`src/rtl/adc_ramp_trig_gen.sv`:
```
// Four signed sawtooth ADC sample streams plus a periodic, run/pause-able trigger pulse.
module adc_ramp_trig_gen #(
    parameter int unsigned DW           = 14,
    parameter int unsigned CW           = 16,
    parameter int          LO           = -1000,
    parameter int          HI           = 1000,
    parameter int          START0       = -1000,
    parameter int          START1       = -500,
    parameter int          START2       = 1000,
    parameter int          START3       = 500,
    parameter int unsigned TRIG_PER     = 25000,
    parameter int unsigned TRIG_LEN     = 1,
    parameter logic        TRIG_ACT_LVL = 1'b0
) (
    input  logic                 clk0,
    input  logic                 rstn,
    input  logic                 en_i,
    input  logic [DW-1:0]        step_i,
    input  logic                 sw_trig_i,
    output logic signed [DW-1:0] ch0_o,
    output logic signed [DW-1:0] ch1_o,
    output logic signed [DW-1:0] ch2_o,
    output logic signed [DW-1:0] ch3_o,
    output logic [3:0]           wrap_o,
    output logic                 trig_o,
    output logic [CW-1:0]        trig_cnt_o,
    output logic                 busy_o
);

    localparam int unsigned       XW     = DW + 2;
    localparam logic signed [XW-1:0] HI_X = XW'(HI);
    localparam logic signed [DW-1:0] HI_D = DW'(HI);
    localparam logic signed [DW-1:0] LO_D = DW'(LO);
    localparam logic [CW-1:0]     PER_C  = CW'(TRIG_PER);
    localparam logic [CW-1:0]     LEN_M1 = CW'(TRIG_LEN - 1);

    typedef enum logic [1:0] {
        IDLE  = 2'd0,
        RUN   = 2'd1,
        PULSE = 2'd2
    } state_t;

    logic signed [DW-1:0] ch_q   [4];
    logic signed [DW-1:0] ch_nxt [4];
    logic [3:0]           wrap_nxt;

    state_t        state_q, state_d;
    logic [CW-1:0] cnt_q, cnt_d;
    logic [CW-1:0] pcnt_q, pcnt_d;
    logic          trig_d, busy_d;

    // Per-channel next sample: wrap to LO once at HI, else add step clamped to HI.
    for (genvar k = 0; k < 4; k++) begin : g_ch
        logic signed [XW-1:0] cur_x;
        logic signed [XW-1:0] sum_x;
        assign cur_x       = {{2{ch_q[k][DW-1]}}, ch_q[k]};
        assign sum_x       = cur_x + $signed({2'b00, step_i});
        assign wrap_nxt[k] = (cur_x >= HI_X);
        assign ch_nxt[k]   = (cur_x >= HI_X) ? LO_D :
                             (sum_x >= HI_X) ? HI_D : sum_x[DW-1:0];
    end

    // Ramp registers: advance only while enabled; wrap strobe lasts one cycle.
    always_ff @(posedge clk0) begin
        if (!rstn) begin
            ch_q[0] <= DW'(START0);
            ch_q[1] <= DW'(START1);
            ch_q[2] <= DW'(START2);
            ch_q[3] <= DW'(START3);
            wrap_o  <= '0;
        end else if (en_i) begin
            for (int k = 0; k < 4; k++) begin
                ch_q[k] <= ch_nxt[k];
            end
            wrap_o <= wrap_nxt;
        end else begin
            wrap_o <= '0;
        end
    end

    assign ch0_o = ch_q[0];
    assign ch1_o = ch_q[1];
    assign ch2_o = ch_q[2];
    assign ch3_o = ch_q[3];

    // Trigger FSM state, counters and registered outputs.
    always_ff @(posedge clk0) begin
        if (!rstn) begin
            state_q    <= IDLE;
            cnt_q      <= '0;
            pcnt_q     <= '0;
            trig_o     <= ~TRIG_ACT_LVL;
            busy_o     <= 1'b0;
        end else begin
            state_q    <= state_d;
            cnt_q      <= cnt_d;
            pcnt_q     <= pcnt_d;
            trig_o     <= trig_d;
            busy_o     <= busy_d;
        end
    end

    assign trig_cnt_o = cnt_q;

    // Next-state logic; outputs follow the state being entered so the pulse starts on the deciding edge.
    always_comb begin
        state_d = state_q;
        cnt_d   = cnt_q;
        pcnt_d  = pcnt_q;
        trig_d  = ~TRIG_ACT_LVL;
        busy_d  = 1'b0;
        if (!en_i) begin
            state_d = IDLE;
            cnt_d   = '0;
            pcnt_d  = '0;
        end else begin
            case (state_q)
                IDLE: begin
                    state_d = RUN;
                    cnt_d   = '0;
                end
                RUN: begin
                    if ((cnt_q == PER_C) || sw_trig_i) begin
                        state_d = PULSE;
                        cnt_d   = '0;
                        pcnt_d  = LEN_M1;
                    end else begin
                        cnt_d = cnt_q + CW'(1);
                    end
                end
                PULSE: begin
                    cnt_d = cnt_q + CW'(1);
                    if (pcnt_q == '0) begin
                        state_d = RUN;
                    end else begin
                        pcnt_d = pcnt_q - CW'(1);
                    end
                end
                default: begin
                    state_d = IDLE;
                    cnt_d   = '0;
                    pcnt_d  = '0;
                end
            endcase
        end
        if (state_d == PULSE) begin
            trig_d = TRIG_ACT_LVL;
            busy_d = 1'b1;
        end
    end

endmodule
```
`config.mk`:
```
export PLATFORM = sky130hd
export DESIGN_NAME = adc_ramp_trig_gen
export DESIGN_NICKNAME = d
export VERILOG_FILES = /design/src/rtl/adc_ramp_trig_gen.sv
export SDC_FILE = /design/constraint.sdc
export NUM_CORES = 1
export LEC_CHECK = 0
export ABC_AREA = 1
export BUFFER_PORTS_ARGS = -buffer_cell sky130_fd_sc_hd__buf_2
export CAP_MARGIN = 20
export CORE_ASPECT_RATIO = 1.2
export CORE_MARGIN = 10
export CORE_UTILIZATION = 55
export CTS_CLUSTER_SIZE = 25
export DETAILED_ROUTE_END_ITERATION = 8
export GPL_TIMING_DRIVEN = 0
export PLACE_DENSITY_LB_ADDON = 0.12
export SLEW_MARGIN = 20
export SYNTH_ARGS = -nofsm -noshare
export SYNTH_HDL_FRONTEND = slang
export SYNTH_SLANG_ARGS = --single-unit
```
`constraint.sdc`:
```
create_clock -name clk0 -period 3.1 [get_ports clk0]
set_input_delay 0.465 -clock clk0 [delete_from_list [all_inputs] [get_ports clk0]]
set_output_delay 0.465 -clock clk0 [all_outputs]
set_load 0.005 [all_outputs]
```
==> results.md <==
Status:
- The run finished with clean final reports.

Global route:
- The total routing resource utilization after global routing is 0.2272.
- The first global-routing pass estimated 36.58 mm of wire.
- The maximum number of pins on one net before global-route repair is 38.
- The number of antenna violations at the first check in global routing is 0.
- The number of global-route vias before repair is approximately 7700.
- The overall overflow remaining after global route is 0.

Route:
- The final antenna-violating net count is 0.
- Detailed routing inserted a total of 7988 vias.
- The iteration-0 DRC count of the detailed router is 564.
- The per-cell routed wire length is between 10 and 15 um.
- The first-pass iteration count of the detailed router is 5.
- After detailed routing, the number of remaining DRC violations is 0.
- Using the TritonRoute via totals, the vias-per-cell ratio works out to around 5.3.
- Wires add up to ~22 mm.

Timing:
- The max-slew violation count is 0.
- The setup total negative slack is 0 ns.
- Setup violations remaining at the end of the flow were counted as 0.
- In the finished design, the share of the clock period the worst path needs comes to 0.8817.
- In this run the tightest slew margin relative to its limit is 0.5119.
- The clock skew is 0.007761 ns.
- The count of endpoints failing hold in the final timing report is 0.
- The minimum period implied by the final worst setup slack is 2.733 ns.
- The transition at the pin with the smallest max-transition slack is 0.7295 ns.
- Hold timing on the final database bottoms out at a slack of 0.4547 ns.
- The timing-limited maximum frequency is 365.8 MHz.
- Setup repair after global routing left no endpoint under its margin.

Yosys:
- The count of flip-flops with a built-in enable after synthesis is 56.
- The most frequently used flop master after synthesis is edfxtp_1.
- Each instance of the synthesized netlist takes up on average 6.597 um^2.
- For this run, the number of Yosys warnings is 0.
- The async set or reset register ratio after synthesis is 0.
- In this run the cell area of the synthesized design comes to slightly above 8000 um^2.
- Ranked by total cell area, the synthesized netlist is headed by edfxtp_1, nand2_1, ha_1, dfxtp_1, inv_1.
- The share of synthesized area in the top cell type comes to 0.2081.
- Synthesis handed over a netlist of 1225 instances.
- The register bit total from synthesis is 96.
- The number of different library cells used by synthesis comes to 44.
- The synthesized net count is about 1300.
- The leading area contributor after synthesis is edfxtp_1.
- The share of the Yosys chip area taken by registers is 0.3072.

Pwr:
- The internal portion of the total power is 2.642 mW.
- The net load switching power is 1.658 mW.
- The share of total power dissipated in sequential elements is 0.362.
- The part of the total power dissipated in the clock network is 0.261.
- The power consumption is 4.300 mW.
- In this run the static leakage power is 4.836 nW.
- Of the total power, the share spent switching nets is 0.3856.
- The peak supply drop is between 0.3 and 0.4 mV.
- The power density normalized to cell area is around 470 nW/um^2.
- The combinational power share is 0.377.

Cells and area:
- Summing all multi-input logic gate instances after layout gives 4793 um^2.
- The finished layout holds 1512 standard cells, fillers aside.
- The leading cell type in the layout, fill and taps excluded is nand2_1.
- In the final design database the tool counted 1421 nets.
- The area growth from synthesis to layout is 12.51%.
- Measured on the finished design, the core utilization comes to 0.6308.
- The area used by sequential logic in the layout is 2482 um^2.
- The count of fill cells added during filler insertion is between 1000 and 1500.
- The fraction of final layout cells with drive strength greater than 1 is 0.1025.
- In the layout the commonest cells are nand2_1, inv_1, nor2_1, buf_2, nand3_1.
- The total inserted antenna cells is 0.

CTS:
- The later pin in the worst-skew pair is clocked with a latency of about 0.36 ns.
- Counting the buffers created by CTS gives 9.
- The CTS sink count is between 90 and 100.
- The H-tree level count is 3.
- The buffer type at the clock tree root is clkbuf_16.
- The clock tree from TritonCTS is done.
- Clock-pin slew was measured on the worst setup and hold paths at 0.07 ns.
- The setup fix buffers added after clock tree synthesis is 0.
- The hold-fix buffer count after cts is 0.
- The clock tree buffer depth is 2.
- Post-CTS repair changed the size of 0 cells.

Floorplan:
- The vertical die dimension is 152.8 um.
- The initialized floorplan defines 48 standard-cell rows.
- The horizontal die dimension is around 130 um.
- After floorplanning, the core was sized to cover 14410 um^2.
- The area enclosed by the die boundary is 19960 um^2.
- The count of boundary I/O pins is 96.
- The starting utilization of the core area is 0.5607.

Place:
- The number of input and output port buffers inserted is 95.
- The final estimated routing congestion in global placement is 0.9261.
- The wire-length estimate of the detail-placed layout is 17.80 mm.
- The number of placed instances, taps included, is 1496.

Critical path:
- The worst setup path is of the flip-flop to flip-flop kind.
- Walking the worst path, the cells encountered are ha_1 > inv_1 > fa_1 > inv_1 > nand3_1 > nand3_1 > xor2_1 > nor2_1 > nor2_1 > nand3_1 > nand3_1 > nand2_2 > buf_6 > nand3_1 > nand2_1.
- The most numerous cell on the critical path is nand3_1.
- In this design, the stage delay of the slowest critical-path cell is around 0.40 ns.
- The worst setup path is captured at a flip-flop.
- Data on the critical path arrives at its endpoint at 2.81 ns.
- The data required time at the worst endpoint is 3.18 ns.
- The worst setup path is launched from a flip-flop.
- The maximum fanout along the worst path is 10.
- The cell type of the slowest stage on the worst timing path is fa_1.

Min path:
- The tightest min-delay check is of the flip-flop to flip-flop type.

Run:
- The number of max-capacitance violations reported is 0.
## flip-flops by register name (all words and copies together), names as in the netlist
signal / count
busy_o: 1
trig_cnt_o: 16
pcnt_q: 16
wrap_o: 4
state_q: 2
trig_o: 1
ch_q: 56
## stage by stage
stage	setup WS (ns)	instance area (um^2)
after floorplan	0.7048	8082
after global placement	0.02965	8776
after detailed placement	0.01363	8803
after CTS	0.3757	9092
after global routing	0.1884	9092
final	0.3666	9092
## cells in the mapped netlist (2+ instances only)
cell,instances
nand4_1,12
buf_2,3
o21bai_1,3
inv_1,192
and2_1,2
and3_1,4
nand2_1,405
nor2_1,148
nand3_1,81
clkbuf_1,6
inv_2,2
o2111ai_1,4
buf_4,2
a21oi_2,4
a21oi_1,78
fa_1,4
dfxtp_1,40
nor3b_1,2
a31oi_1,7
o21ai_0,10
nor3_1,19
nand3b_1,10
ha_1,67
nor3_2,3
nor2_2,2
a21o_1,2
nor4_1,7
nor2_4,2
xor2_1,19
edfxtp_1,56
xnor2_1,16
## logic make-up (layout without fill, tap and decap cells)
family / Yosys count / count (layout) / synth area share
XOR/XNOR: 35 / 35 / 0.03793
AND/OR/NAND/NOR: 702 / 702 / 0.3624
flip-flops: 96 / 96 / 0.3072
adder cells (fa/ha/maj): 71 / 71 / 0.1136
AO/OA/AOI/OAI: 113 / 113 / 0.07818
buffers and inverters: 208 / 320 / 0.1006
## worst max-delay path, delay by kind of cell, from the launching register on
family,cells,cell delay [ns]
xor gates and xnor gates,1,0.26
adders and majority gates,2,0.61
buffers and inverters,3,0.35
DFF,1,0.34
and+or+nand+nor,9,0.89
## power groups by stage
stage / Clock, mW / Sequential (mW) / Combinational [mW]
floorplan: 0 / 1.56 / 1.17
global placement: 0 / 1.59 / 1.58
detailed placement: 0 / 1.59 / 1.60
CTS: 1.14 / 1.56 / 1.61
global route: 1.19 / 1.57 / 1.86
finish: 1.12 / 1.56 / 1.62
## worst paths after layout
check	startpoint	endpoint	slack, ns	depth (start not counted)
worst max-delay path	ch_q[1][0]$_SDFFCE_PP0P_	ch_q[1][12]$_SDFFCE_PP1P_	0.37	15
worst min register to register	trig_cnt_o[0]$_SDFF_PN0_	trig_cnt_o[0]$_SDFF_PN0_	0.45	1
worst max register to register	ch_q[1][0]$_SDFFCE_PP0P_	ch_q[1][12]$_SDFFCE_PP1P_	0.37	15
worst min-delay path	trig_cnt_o[0]$_SDFF_PN0_	trig_cnt_o[0]$_SDFF_PN0_	0.45	1
## routing by layer
| metal | vias to the layer above | track usage | share of wire |
|---|---|---|---|
| li1 | 4143 | - | - |
| met1 | 3614 | 0.2728 | 0.43 |
| met2 | 191 | 0.3947 | 0.49 |
| met3 | 40 | 0.04490 | 0.058 |
| met4 | 0 | 0.06737 | 0.025 |
| met5 | - | 0 | 0 |
## layout make-up
class / instances / area share
well taps: 175 / 0.02408
multi-input cells: 921 / 0.5272
clock buffers: 12 / 0.02835
plain buffers: 13 / 0.008669
repair buffers: 96 / 0.05449
clock inverters: 4 / 0.003440
inverters: 195 / 0.08078
flip-flops and latches: 96 / 0.2730
Note: power is estimated with default switching activity, not from simulation.
